==> src/rtl/sequence_pkg.sv <==
// Shared definitions for the serial sequence generator: default sizes,
// FSM state encoding and the pattern-length clamp.
package sequence_pkg;

    localparam int unsigned SEQ_MAX_LEN = 16;
    localparam int unsigned SEQ_LEN_W   = 5;
    localparam int unsigned SEQ_REP_W   = 4;

    // Encoding 2'b11 is deliberately left unnamed; the FSM recovers to IDLE from it.
    typedef enum logic [1:0] {
        IDLE = 2'b00,
        SEND = 2'b01,
        DONE = 2'b10
    } state_t;

    // Requested lengths above the pattern register width are limited to that width.
    function automatic int unsigned clamp_len(input int unsigned len, input int unsigned max_len);
        return (len > max_len) ? max_len : len;
    endfunction

endpackage

==> src/rtl/bit_index_counter.sv <==
// Bit-index down-counter with wrap-to-load-value and a pass counter.
// r_idx always points at the bit currently on the line; the next value is
// exported so the top level can register the matching data bit.
module bit_index_counter #(
    parameter int unsigned IDX_W = 4,
    parameter int unsigned REP_W = 4
) (
    input  logic             i_clk,
    input  logic             i_rst_n,
    input  logic             i_load,
    input  logic [IDX_W-1:0] i_load_idx,
    input  logic [REP_W-1:0] i_load_pass,
    input  logic             i_en,
    output logic [IDX_W-1:0] o_idx_next_c,
    output logic             o_last_bit_c,
    output logic             o_last_pass_c
);

    logic [IDX_W-1:0] r_idx;
    logic [IDX_W-1:0] r_wrap;
    logic [REP_W-1:0] r_pass;

    logic [IDX_W-1:0] w_idx_next;
    logic [IDX_W-1:0] w_wrap_next;
    logic [REP_W-1:0] w_pass_next;

    // Next-value logic: load wins, otherwise step down and wrap between passes.
    always_comb begin
        w_idx_next  = r_idx;
        w_wrap_next = r_wrap;
        w_pass_next = r_pass;
        if (i_load) begin
            w_idx_next  = i_load_idx;
            w_wrap_next = i_load_idx;
            w_pass_next = i_load_pass;
        end else if (i_en) begin
            if (r_idx != '0) begin
                w_idx_next = r_idx - IDX_W'(1);
            end else if (r_pass != '0) begin
                w_idx_next  = r_wrap;
                w_pass_next = r_pass - REP_W'(1);
            end
        end
    end

    // Counter registers.
    always_ff @(posedge i_clk or negedge i_rst_n) begin
        if (!i_rst_n) begin
            r_idx  <= '0;
            r_wrap <= '0;
            r_pass <= '0;
        end else begin
            r_idx  <= w_idx_next;
            r_wrap <= w_wrap_next;
            r_pass <= w_pass_next;
        end
    end

    assign o_idx_next_c  = w_idx_next;
    assign o_last_bit_c  = (r_idx == '0);
    assign o_last_pass_c = (r_pass == '0);

endmodule

==> src/rtl/sequence_generator.sv <==
// Serial bit-stream transmitter: accepts a pattern through load/ready and
// shifts it out MSB-first on o_x, repeat+1 passes back-to-back, then pulses done.
module sequence_generator
    import sequence_pkg::*;
#(
    parameter int unsigned MAX_LEN = SEQ_MAX_LEN,
    parameter int unsigned LEN_W   = SEQ_LEN_W,
    parameter int unsigned REP_W   = SEQ_REP_W
) (
    input  logic               i_clk,
    input  logic               i_rst_n,
    input  logic               i_load,
    input  logic [MAX_LEN-1:0] i_pattern,
    input  logic [LEN_W-1:0]   i_length,
    input  logic [REP_W-1:0]   i_repeat,
    input  logic               i_hold,
    output logic               o_ready,
    output logic               o_x,
    output logic               o_x_valid,
    output logic               o_done,
    output logic [1:0]         o_s
);

    localparam int unsigned IDX_W = (MAX_LEN > 1) ? $clog2(MAX_LEN) : 1;

    state_t             r_state;
    state_t             w_state_next;
    logic [MAX_LEN-1:0] r_pattern;
    logic [MAX_LEN-1:0] w_pat_src;
    logic [LEN_W-1:0]   w_len_in;
    logic [IDX_W-1:0]   w_load_idx;
    logic [IDX_W-1:0]   w_idx_next;
    logic               w_accept;
    logic               w_cnt_en;
    logic               w_last_bit;
    logic               w_last_pass;
    logic               w_ready_next;
    logic               w_x_next;
    logic               w_x_valid_next;
    logic               w_done_next;

    assign w_accept   = (r_state == IDLE) && i_load;
    assign w_cnt_en   = (r_state == SEND) && !i_hold;
    assign w_len_in   = LEN_W'(clamp_len(32'(i_length), MAX_LEN));
    assign w_load_idx = IDX_W'(w_len_in - LEN_W'(1));
    // On the accepting edge the pattern register is not yet loaded, so use the input.
    assign w_pat_src  = w_accept ? i_pattern : r_pattern;

    bit_index_counter #(
        .IDX_W (IDX_W),
        .REP_W (REP_W)
    ) u_bit_index_counter (
        .i_clk         (i_clk),
        .i_rst_n       (i_rst_n),
        .i_load        (w_accept),
        .i_load_idx    (w_load_idx),
        .i_load_pass   (i_repeat),
        .i_en          (w_cnt_en),
        .o_idx_next_c  (w_idx_next),
        .o_last_bit_c  (w_last_bit),
        .o_last_pass_c (w_last_pass)
    );

    // Next-state and next-output decode; outputs are registered below.
    always_comb begin
        w_state_next   = r_state;
        w_ready_next   = 1'b0;
        w_x_next       = 1'b0;
        w_x_valid_next = 1'b0;
        w_done_next    = 1'b0;

        case (r_state)
            IDLE: begin
                if (i_load) begin
                    w_state_next = (w_len_in == '0) ? DONE : SEND;
                end
            end
            SEND: begin
                if (!i_hold && w_last_bit && w_last_pass) begin
                    w_state_next = DONE;
                end
            end
            DONE: begin
                w_state_next = IDLE;
            end
            default: begin
                w_state_next = IDLE;
            end
        endcase

        w_ready_next   = (w_state_next == IDLE);
        w_done_next    = (w_state_next == DONE);
        // A held edge leaves the index in place and presents no valid bit.
        w_x_valid_next = (w_state_next == SEND) && ((r_state != SEND) || !i_hold);
        w_x_next       = w_x_valid_next ? w_pat_src[w_idx_next] : 1'b0;
    end

    // State register.
    always_ff @(posedge i_clk or negedge i_rst_n) begin
        if (!i_rst_n) begin
            r_state <= IDLE;
        end else begin
            r_state <= w_state_next;
        end
    end

    // Pattern capture on accept; later input changes have no effect.
    always_ff @(posedge i_clk or negedge i_rst_n) begin
        if (!i_rst_n) begin
            r_pattern <= '0;
        end else if (w_accept) begin
            r_pattern <= i_pattern;
        end
    end

    // Registered outputs.
    always_ff @(posedge i_clk or negedge i_rst_n) begin
        if (!i_rst_n) begin
            o_ready   <= 1'b1;
            o_x       <= 1'b0;
            o_x_valid <= 1'b0;
            o_done    <= 1'b0;
        end else begin
            o_ready   <= w_ready_next;
            o_x       <= w_x_next;
            o_x_valid <= w_x_valid_next;
            o_done    <= w_done_next;
        end
    end

    assign o_s = r_state;

endmodule

==> config.mk <==
export PLATFORM = sky130hd
export DESIGN_NAME = sequence_generator
export DESIGN_NICKNAME = d
export VERILOG_FILES = /design/src/rtl/sequence_pkg.sv /design/src/rtl/bit_index_counter.sv /design/src/rtl/sequence_generator.sv
export SDC_FILE = /design/constraint.sdc
export NUM_CORES = 1
export LEC_CHECK = 0
export ABC_AREA = 1
export CAP_MARGIN = 15
export CORE_ASPECT_RATIO = 1.4
export CORE_MARGIN = 5
export CORE_UTILIZATION = 25
export CTS_CLUSTER_DIAMETER = 60
export DETAILED_ROUTE_END_ITERATION = 7
export PLACE_DENSITY = 0.44
export SLEW_MARGIN = 20
export SYNTH_ARGS = -nofsm -noshare
export SYNTH_HDL_FRONTEND = slang
export SYNTH_SLANG_ARGS = --single-unit
==> constraint.sdc <==
create_clock -name i_clk -period 2.03 [get_ports i_clk]
set_input_delay 0.406 -clock i_clk [delete_from_list [all_inputs] [get_ports i_clk]]
set_output_delay 0.406 -clock i_clk [all_outputs]
set_load 0.1 [all_outputs]
==> Implementation_results.wiki, run 1 <==
{| class="wikitable"
! Metric !! Value
|-
| Critical register-to-register path startpoint || u_bit_index_counter.r_idx[1]
|-
| Leftover overflow at the end of global routing || 0
|-
| Synthesized Nets || 276
|-
| Required arrival time at the worst endpoint || 2.22 ns
|-
| Antenna diode count || 0
|-
| Register Area || 855 µm²
|-
| Clock root buffer master || clkbuf_8
|-
| Routed Antenna Nets || 0
|-
| Critical path startpoint category || input pin
|-
| Die ar. || 0.00972 mm²
|-
| Global router's overall resource usage || 11.3%
|-
| Maximum resistive drop on vdd || roughly 0.49 mV
|-
| Number of pins with negative max-slew slack in the final report || 0
|-
| Arrival time of data at the critical path endpoint || 2.10 ns
|-
| Placed cell count || 401
|-
| R2r endpoint || o_x
|-
| Count of H-tree levels built during CTS || 2
|-
| Pin count of the biggest net entering global routing || 27
|-
| Number of antenna violations at the first check in global routing || 0
|-
| Mapped Cells || around 240
|-
| Final Hold Fails || 0
|-
| Port Buffer Count || 34
|-
| Portion of total power attributed to combinational logic || 56.7%
|-
| CTS tree || built
|-
| Fillers || 867
|-
| Total power draw || 3.80 mW
|-
| # clock sinks || 34
|-
| RD Place Congestion || 0.785
|-
| Layout cells sized above 1 || about 30%
|-
| Post-route fraction of the period consumed by the critical path || 93.9%
|-
| Via count of the first global-routing pass || 1,860
|-
| Internal || 2.09 mW
|-
| Most common library cell in the layout ignoring fill and taps || nand2_1
|-
| Synth-to-layout area growth || 42.1%
|-
| Starting density of the core || between 20% and 30%
|-
| Worst slew slack as a fraction of its limit || 67.0%
|-
| Power density over the cells || 1370 mW/mm²
|-
| Flop2flop setup slack || 0.19 ns
|-
| Seq pwr share || between 20% and 30%
|-
| Placed Instance Area || 0.00260 mm²
|-
| Critical path fanouts, max || 4
|-
| Area of combinational cells with multiple inputs || just under 0.001 mm²
|-
| Yosys warnings || 0
|-
| Number of clock buffers inserted by TritonCTS || 5
|-
| Via-to-Cell Ratio || 4.26
|-
| Top library cells by usage in the layout, fill and taps aside || nand2_1 (74), buf_4 (34), dfrtp_1 (31), nand3_1 (27), clkdlybuf4s50_1 (25)
|-
| Core region area || 0.00770 mm²
|-
| Setup Viol. Count Final || 0
|-
| Static leakage || 1.35 nW
|-
| Net count reported at finish || 343
|-
| Vias post-DR || 1,757
|-
| Outcome || completed
|-
| Final critical path time including I/O delays and setup || 1.91 ns
|-
| Worst clock skew on the final layout || 0.00745 ns
|-
| Share of total power in the clock network || between 10% and 20%
|-
| Crit Path Category || input pin to flop
|-
| DRC || 0
|-
| Synth async-reset ratio || 100%
|-
| Sequential-to-total area share from yosys stat || 43.6%
|-
| Post-Synthesis Cell Area || 0.00196 mm²
|-
| Die width || 84.8 µm
|-
| Drt pass-1 iters || 6
|-
| Highest clock frequency the design can meet || 524 MHz
|-
| Clock slew at the register clock pins of the worst setup and hold paths || about 0.08 ns
|-
| Main flop type after synthesis || dfrtp_1
|-
| Total half-perimeter wirelength after legalization and detailed placement || 3980 µm
|-
| Post-DR wirelength/cell || 12.2 µm
|-
| Number of flops mapped to enable cells by yosys || 0
|-
| Worst Reg2Reg Path Length in Cells || 14
|-
| Setup crit end kind || flop
|-
| Total wire length after detailed routing || slightly above 5000 µm
|-
| Avg Cell Area, Syn || ~8 µm²
|-
| Share of total power consumed by net switching || 45.1%
|-
| Post-CTS Hold Buffers || 0
|-
| Hold Worst Slack || 0.448 ns
|-
| Number of distinct library cells after synthesis || 34
|-
| Global-route wire length before repair || 8720 µm
|-
| NetSw || 1.71 mW
|-
| Total number of placement rows || 38
|-
| Initial DRC Count || 64
|-
| Clock insertion delay at the later pin of the skew report || 0.29 ns
|-
| Ports || 35
|-
| Finished Layout Cells || a little over 400
|-
| Sum Neg Setup Slack || 0 ns
|-
| Maximum number of buffers from clock root to sink || 2
|-
| Type of the worst min-delay path || input pin to asynchronous set/reset pin
|-
| Chip Height || 115 µm
|-
| Max-capacitance violation count || 0
|-
| Pin slew with the least headroom to its limit || just under 0.5 ns
|-
| Post-route design area || 0.00278 mm²
|-
| Total of flip-flops plus latches after synthesis || 34
|}
## power groups by stage
stage / clock [mW] / sequential (mW) / combinational (mW)
5_1_grt: 0.583 / 1.15 / 2.43
4_1_cts: 0.564 / 1.11 / 2.11
3_5_place_dp: 0 / 1.12 / 2.09
3_3_place_gp: 0 / 1.12 / 2.08
2_1_floorplan: 0 / 1.32 / 1.26
6_report: 0.537 / 1.11 / 2.15
## repair_timing
action / 4_1_cts / 5_1_grt
pin swaps: 2 / 7
resized for setup: 5 / 11
buffers inserted: 1 / 2
gates cloned: 0 / 0
endpoints found under the setup margin: 2 / 4
## worst max-delay path by stage
stage	slack, ns	startpoint	to	depth (start not counted)
2_1_floorplan	0.20	o_s[0]	o_x	11
3_3_place_gp	-0.46	i_length[2]	o_x	14
3_5_place_dp	-0.43	i_length[2]	o_x	14
4_1_cts	0.01	i_length[2]	o_x	17
5_1_grt	-0.0009	i_length[4]	o_x	15
6_report	0.12	i_length[3]	o_x	15
## state kept, by name, summed over array words and instances, names as in the netlist
name	flops
u_bit_index_counter.r_idx	4
o_done	1
o_x_valid	1
u_bit_index_counter.r_wrap	4
r_pattern	16
o_s	2
o_ready	1
u_bit_index_counter.r_pass	4
o_x	1
## per-layer routing
metal	part of all wire (%)	GRT usage, %	vias up
met1	40	12.6	798
met3	4.1	2.52	7
met5	0	0	-
met2	54	21.0	30
met4	1.4	3.70	0
li1	-	-	922
## area by class of cell
type | count | share of cell area, %
clock buffer | 6 | 2.97
tap | 100 | 4.50
timing repair buffer | 65 | 21.7
multi-input combinational | 176 | 35.6
clock inverter | 2 | 0.450
sequential | 34 | 30.8
inverter | 29 | 4.05
## cell families after synthesis
group	synth area share, %
AOI/OAI and AO/OA	10.7
adders and majority gates	1.92
and+or+nand+nor	34.3
xor gates and xnor gates	0.448
buffers and inverters	8.51
muxes	0.512
DFF	43.6
## critical path, cell delays in order
cell and delay, ns:
clkdlybuf4s50_1 0.42, nor2_1 0.14, o21ai_2 0.07, ha_2 0.31
inv_2 0.03, nand2_2 0.08, o21ai_2 0.06, inv_1 0.05
nand2_1 0.05, nand2_2 0.10, nand3_1 0.09, nand3_1 0.08
nand2_1 0.05, nor2_1 0.10, nor2_1 0.05
## metrics by stage
step                      util (%)  setup WS (ns)
after CTS                     35.3        0.00989
after global placement        33.8         -0.455
after global routing          36.1      -0.000915
after floorplan                  -          0.202
after detailed placement      33.8         -0.429
final                         36.1          0.123
## synthesized netlist by cell type, types with 3 or more instances
library cell,count,area [µm²]
a21oi_1,3,15.0
buf_6,3,33.8
dfrtp_1,33,826
ha_1,3,37.5
inv_1,22,82.6
inv_2,5,18.8
nand2_1,76,285
nand2_2,12,75.1
nand2_4,3,33.8
nand3_1,30,150
nand3_2,3,30.0
nor2_1,8,30.0
o21ai_0,17,85.1
(Power assumes the default switching activity.)
==> inputs of run 2 (changes only) <==
--- a/config.mk
+++ b/config.mk
@@ -12,8 +12,8 @@
 export CORE_UTILIZATION = 25
 export CTS_CLUSTER_DIAMETER = 60
 export DETAILED_ROUTE_END_ITERATION = 7
-export PLACE_DENSITY = 0.44
-export SLEW_MARGIN = 20
+export PLACE_DENSITY = 0.46
+export SLEW_MARGIN = 10
 export SYNTH_ARGS = -nofsm -noshare
 export SYNTH_HDL_FRONTEND = slang
 export SYNTH_SLANG_ARGS = --single-unit
==> constraint.sdc (replaced) <==
create_clock -name i_clk -period 2.2 [get_ports i_clk]
set_input_delay 0.44 -clock i_clk [delete_from_list [all_inputs] [get_ports i_clk]]
set_output_delay 0.44 -clock i_clk [all_outputs]
set_load 0.1 [all_outputs]
==> Implementation_results.wiki, run 2 (synthesis gave the netlist of run 1 again) <==
{| class="wikitable"
! Metric !! Value
|-
| Routed Antenna Nets || 0
|-
| Crit Path Category || input pin to flop
|-
| Critical path startpoint category || input pin
|-
| Number of clock buffers inserted by TritonCTS || 5
|-
| Share of total power in the clock network || 14.5%
|-
| Total number of placement rows || 38
|-
| Power density over the cells || 1260 mW/mm²
|-
| Critical path fanouts, max || 4
|-
| # clock sinks || 34
|-
| Global router's overall resource usage || 11.5%
|-
| Max-capacitance violation count || 0
|-
| Count of cells along the worst hold path || 2
|-
| NetSw || 1.52 mW
|-
| Final worst setup slack || 0.241 ns
|-
| Setup Viol. Count Final || 0
|-
| Leftover overflow at the end of global routing || 0
|-
| Port Buffer Count || 34
|-
| Global-route wire length before repair || 8890 µm
|-
| Via-to-Cell Ratio || around 4.3
|-
| Drt pass-1 iters || 4
|-
| Outcome || completed
|-
| Pre-CTS WS || -0.350 ns
|-
| Unrepaired setup endpoints after global routing || no
|-
| Portion of total power attributed to combinational logic || 55.3%
|-
| Clock insertion delay at the later pin of the skew report || about 0.29 ns
|-
| Net count reported at finish || 334
|-
| Total half-perimeter wirelength after legalization and detailed placement || 3830 µm
|-
| Seq pwr share || 30.2%
|-
| Worst Reg2Reg Path Length in Cells || 13
|-
| Final standard cell utilization of the core || between 30% and 40%
|-
| Worst clock skew on the final layout || 0.00801 ns
|-
| Finished Layout Cells || around 400
|-
| Hold Worst Slack || 0.484 ns
|-
| Type of the worst min-delay path || flop to flop
|-
| Top reg by flops || r_pattern
|-
| Maximum resistive drop on vdd || 0.398 mV
|-
| Core region area || 0.00770 mm²
|-
| Number of antenna violations at the first check in global routing || 0
|-
| Pin slew with the least headroom to its limit || between 0.4 and 0.5 ns
|-
| Antenna diode count || 0
|-
| Arrival time of data at the critical path endpoint || around 2.2 ns
|-
| Post-route design area || 0.00266 mm²
|-
| Clock slew at the register clock pins of the worst setup and hold paths || 0.08 ns
|-
| Ports || 35
|-
| Highest clock frequency the design can meet || about 500 MHz
|-
| Final Hold Fails || 0
|-
| Max reg flops || 16
|-
| Fillers || around 840
|-
| Via count of the first global-routing pass || about 1,900
|-
| Chip Height || 115 µm
|-
| Placed Instance Area || ~0.0025 mm²
|-
| Die ar. || 0.00972 mm²
|-
| Pin count of the biggest net entering global routing || 35
|-
| Synth-to-layout area growth || 36.1%
|-
| Internal || ~1.8 mW
|-
| Required arrival time at the worst endpoint || 2.42 ns
|-
| Share of total power consumed by net switching || a little under half
|-
| Most common library cell in the layout ignoring fill and taps || nand2_1
|-
| CTS tree || built
|-
| Post-DR wirelength/cell || 12.4 µm
|-
| Initial DRC Count || 36
|-
| Setup crit end kind || flop
|-
| Clock root buffer master || clkbuf_8
|-
| Worst slew slack as a fraction of its limit || 70.5%
|-
| Post-CTS Hold Buffers || 0
|-
| Total wire length after detailed routing || 4980 µm
|-
| DRC || 0
|-
| Layout cells sized above 1 || 26.7%
|-
| Number of pins with negative max-slew slack in the final report || 0
|-
| Sum Neg Setup Slack || 0 ns
|-
| Static leakage || 1.30 nW
|-
| Final critical path time including I/O delays and setup || 1.96 ns
|-
| RD Place Congestion || 0.944
|-
| Total power draw || between 3 and 4 mW
|-
| Flop2flop setup slack || approximately 0.29 ns
|-
| Top library cells by usage in the layout, fill and taps aside || nand2_1 (75), dfrtp_1 (33), nand3_1 (29), buf_4 (27), clkdlybuf4s50_1 (25)
|-
| Starting density of the core || 25.4%
|-
| Count of H-tree levels built during CTS || 2
|-
| Die width || 84.8 µm
|-
| Placed cell count || 394
|-
| Vias post-DR || 1,721
|-
| Post-route fraction of the period consumed by the critical path || 89.0%
|-
| Maximum number of buffers from clock root to sink || 2
|}
run 2: layout make-up:
class / instances / area [µm²] / share of cell area [%]
clock buffers: 7 / 86.3 / 3.24
clock inverters: 1 / 5.00 / 0.188
inverters: 29 / 113 / 4.23
multi-input cells: 176 / 971 / 36.5
flip-flops and latches: 34 / 852 / 32.0
well taps: 100 / 125 / 4.70
repair buffers: 56 / 510 / 19.2
run 2: timing repair:
item	in CTS	in global routing
pin swaps	0	6
buffers inserted	1	0
endpoints found under the hold margin	0	0
resized for setup	1	13
endpoints found under the setup margin	1	4
run 2: worst max-delay path: stages:
cell	delay, ns
clkdlybuf4s50_1	0.47
inv_1	0.07
o21ai_1	0.13
ha_2	0.29
inv_2	0.06
nand2_2	0.06
o21ai_2	0.07
inv_1	0.05
nand2_1	0.06
nand2_2	0.07
nand3_1	0.08
nand2_1	0.07
a21oi_2	0.10
nor2_1	0.05
nor2_1	0.09
run 2: final timing paths:
| path | startpoint | endpoint |
|---|---|---|
| max | i_length[4] | o_x |
| min reg2reg | u_bit_index_counter.r_wrap[3] | u_bit_index_counter.r_wrap[3] |
| min | u_bit_index_counter.r_wrap[3] | u_bit_index_counter.r_wrap[3] |
| max in group asynchronous | i_rst_n | o_ready |
| max reg2reg | u_bit_index_counter.r_idx[1] | o_x |
| min in group asynchronous | i_rst_n | u_bit_index_counter.r_wrap[1] |
run 2: power by group through the flow:
stage          registers, mW  logic, mW  clock network, mW
6_report                1.01       1.86              0.486
5_1_grt                 1.04       2.11              0.531
4_1_cts                 1.02       1.87              0.510
3_5_place_dp            1.03       1.85                  0
3_3_place_gp            1.02       1.84                  0
2_1_floorplan           1.21       1.16                  0
run 2: per-layer routing:
layer / routed length [µm] / track usage, % / share of wire, % / vias up
li1: - / - / - / 906
met1: 1940 / 12.8 / 39 / 773
met2: 2710 / 20.6 / 54 / 31
met3: 193 / 2.88 / 3.9 / 11
met4: 141 / 4.96 / 2.8 / 0
met5: 0 / 0 / 0 / -
==> inputs of run 3 (changes only) <==
--- a/config.mk
+++ b/config.mk
@@ -9,10 +9,10 @@
 export CAP_MARGIN = 15
 export CORE_ASPECT_RATIO = 1.4
 export CORE_MARGIN = 5
-export CORE_UTILIZATION = 25
+export CORE_UTILIZATION = 55
 export CTS_CLUSTER_DIAMETER = 60
 export DETAILED_ROUTE_END_ITERATION = 7
-export PLACE_DENSITY = 0.46
+export PLACE_DENSITY = 0.85
 export SLEW_MARGIN = 10
 export SYNTH_ARGS = -nofsm -noshare
 export SYNTH_HDL_FRONTEND = slang
==> Implementation_results.wiki, run 3 (synthesis gave the netlist of run 1 again) <==
{| class="wikitable"
! Metric !! Value
|-
| Required arrival time at the worst endpoint || roughly 2.4 ns
|-
| Portion of total power attributed to combinational logic || 55.3%
|-
| Number of antenna violations at the first check in global routing || 0
|-
| Core region area || 0.00341 mm²
|-
| Count of H-tree levels built during CTS || 2
|-
| Maximum number of buffers from clock root to sink || 2
|-
| Post-route fraction of the period consumed by the critical path || 91.8%
|-
| RD Place Congestion || about 0.87
|-
| Type of the worst min-delay path || flop to flop
|-
| Worst slew slack as a fraction of its limit || 71.3%
|-
| Initial DRC Count || slightly above 90
|-
| Total half-perimeter wirelength after legalization and detailed placement || around 3400 µm
|-
| Post-route design area || 0.00256 mm²
|-
| Synth-to-layout area growth || 31.0%
|-
| Max reg flops || 16
|-
| Maximum resistive drop on vdd || between 1 and 1.5 mV
|-
| Outcome || completed
|-
| Critical path fanouts, max || 7
|-
| Most common library cell in the layout ignoring fill and taps || nand2_1
|-
| Seq pwr share || between 20 and 30%
|-
| Final Hold Fails || 0
|-
| Number of clock buffers inserted by TritonCTS || 5
|-
| Highest Signal Layer || met4
|-
| Cell with the largest stage delay on the worst path || dfrtp_1
|-
| Max-capacitance violation count || 0
|-
| Pre-CTS WS || -0.326 ns
|-
| Delay of the slowest cell on the worst path || approximately 0.4 ns
|-
| Setup fix buffers added after clock tree synthesis || 0
|-
| Post-CTS Hold Buffers || 0
|-
| Post-Route M1 WL || between 1500 and 2000 µm
|-
| Clock insertion delay at the later pin of the skew report || around 0.3 ns
|-
| WL met2 || 2640 µm
|-
| Final critical path time including I/O delays and setup || about 2 ns
|-
| Arrival time of data at the critical path endpoint || 2.21 ns
|-
| Via count of the first global-routing pass || ~1,800
|-
| Via-to-Cell Ratio || 5.26
|-
| Unrepaired setup endpoints after global routing || no
|-
| Flop2flop setup slack || 0.18 ns
|-
| Clock slew at the register clock pins of the worst setup and hold paths || 0.08 ns
|-
| Drt pass-1 iters || 4
|-
| Post-DR wirelength/cell || 14.0 µm
|-
| Top library cells by usage in the layout, fill and taps aside || nand2_1 (75), dfrtp_1 (33), nand3_1 (25), clkdlybuf4s50_1 (25), buf_4 (24)
|-
| Chip Height || 80.6 µm
|-
| Vias post-DR || between 1,500 and 2,000
|-
| Pin count of the biggest net entering global routing || 35
|-
| Die width || roughly 60 µm
|-
| Combined buffer and inverter count along the critical path || 2
|-
| Critical path startpoint category || flop
|-
| Top reg by flops || r_pattern
|-
| Clock root buffer master || clkbuf_8
|-
| Leftover overflow at the end of global routing || 0
|-
| Share of total power consumed by net switching || a little under half
|-
| Internal || 1.82 mW
|-
| Port Buffer Count || 34
|-
| Antenna diode count || 0
|-
| Setup crit end kind || flop
|-
| Die ar. || 0.00487 mm²
|-
| Layout cells sized above 1 || 26.4%
|-
| Kind of cell with the highest combined delay on the critical path || simple AND/OR/NAND/NOR gates
|-
| CP cell instances || inv_1 > ha_1 > inv_2 > nor2_4 > nand2_1 > nand2_1 > nand2_1 > nand2_1 > nand2_1 > nand2_2 > nand3_1 > nand3_1 > nand2_1 > nor2_1 > nor2_1
|-
| DRC || 0
|-
| Highest clock frequency the design can meet || 495 MHz
|-
| NetSw || ~1.6 mW
|-
| CTS tree || built
|-
| Setup Viol. Count Final || 0
|-
| Global router's overall resource usage || 22.1%
|-
| Net count reported at finish || between 300 and 400
|-
| Placed Instance Area || 0.00241 mm²
|-
| Share of total power in the clock network || 14.9%
|-
| Ports || 35
|-
| Global-route wire length before repair || about 8000 µm
|-
| Cell type with the highest occurrence count on the critical path || nand2_1
|-
| Crit Path Category || flop to flop
|-
| Starting density of the core || a little under three fifths
|-
| Detailed route wirelength on metal3 || 213 µm
|-
| Total wire length after detailed routing || 4750 µm
|-
| Number of pins with negative max-slew slack in the final report || 0
|-
| # clock sinks || 34
|-
| Total number of placement rows || 25
|-
| Pin slew with the least headroom to its limit || 0.431 ns
|-
| Final worst setup slack || ~0.18 ns
|-
| Routed Antenna Nets || 0
|-
| Worst clock skew on the final layout || 0.00682 ns
|-
| Power density over the cells || around 1300 mW/mm²
|-
| Static leakage || 1.28 nW
|}
==> run 3: changes by cell type in the layout (fill, tap and decap cells not counted), sizes merged <==
cell,delta
buf,-4
clkinv,-1
clkbuf,-1
inv,+1
clkinvlp,+1
==> run 3: area by class of cell <==
| type | instances | area (µm²) |
|---|---|---|
| Clock buffer | 6 | 82.6 |
| Clock inverter | 2 | 16.3 |
| Fill cell | 248 | 848 |
| Inverter | 29 | 113 |
| Multi-Input combinational cell | 176 | 980 |
| Sequential cell | 34 | 852 |
| Tap cell | 40 | 50.0 |
| Timing Repair Buffer | 52 | 468 |
==> run 3: path summary, 6_finish.rpt <==
kind,from,end,depth (start not counted)
worst max-delay path,u_bit_index_counter.r_idx[1],o_x,15
worst min-delay path,r_pattern[7],r_pattern[7],2
worst max register to register,u_bit_index_counter.r_idx[1],o_x,15
worst min register to register,r_pattern[7],r_pattern[7],2
max in group asynchronous,i_rst_n,o_ready,2
min in group asynchronous,i_rst_n,u_bit_index_counter.r_wrap[0],2
==> run 3: repair_timing <==
item | in CTS | in global routing
pin swaps | 0 | 8
endpoints found under the hold margin | 0 | 0
gates resized for setup | 1 | 14
endpoints found under the setup margin | 1 | 4
==> run 3: power by group through the flow <==
stage          registers, mW  clock network, mW  logic, mW
2_1_floorplan           1.21                  0       1.16
3_3_place_gp            1.02                  0       1.74
3_5_place_dp            1.03                  0       1.80
4_1_cts                 1.02              0.512       1.83
5_1_grt                 1.05              0.541       2.09
6_report                1.02              0.509       1.90
==> run 3: tightest hold or removal path, delay by kind of cell (launching register included) <==
family | cells | cell delay, ns
flip-flops | 1 | 0.33
AND/OR/NAND/NOR | 2 | 0.13
==> run 3: metrics by stage <==
step	util, %	hold WS (ns)	total power, mW	setup TNS, ns	std cells
3_5_place_dp	70.8	0.468	2.83	-0.900	331
6_report	75.1	0.485	3.43	0	339
3_3_place_gp	70.8	0.461	2.76	-0.628	331
5_1_grt	75.1	0.504	3.68	0	339
4_1_cts	73.8	0.483	3.36	0	339
2_1_floorplan	-	0.144	2.37	0	244
==> run 3: per-layer routing <==
| metal | track usage [%] | vias to the layer above |
|---|---|---|
| met2 | 39.6 | 41 |
| met4 | 10.4 | 0 |
| met3 | 5.47 | 13 |
| li1 | - | 895 |
| met1 | 23.3 | 834 |
| met5 | 0 | - |
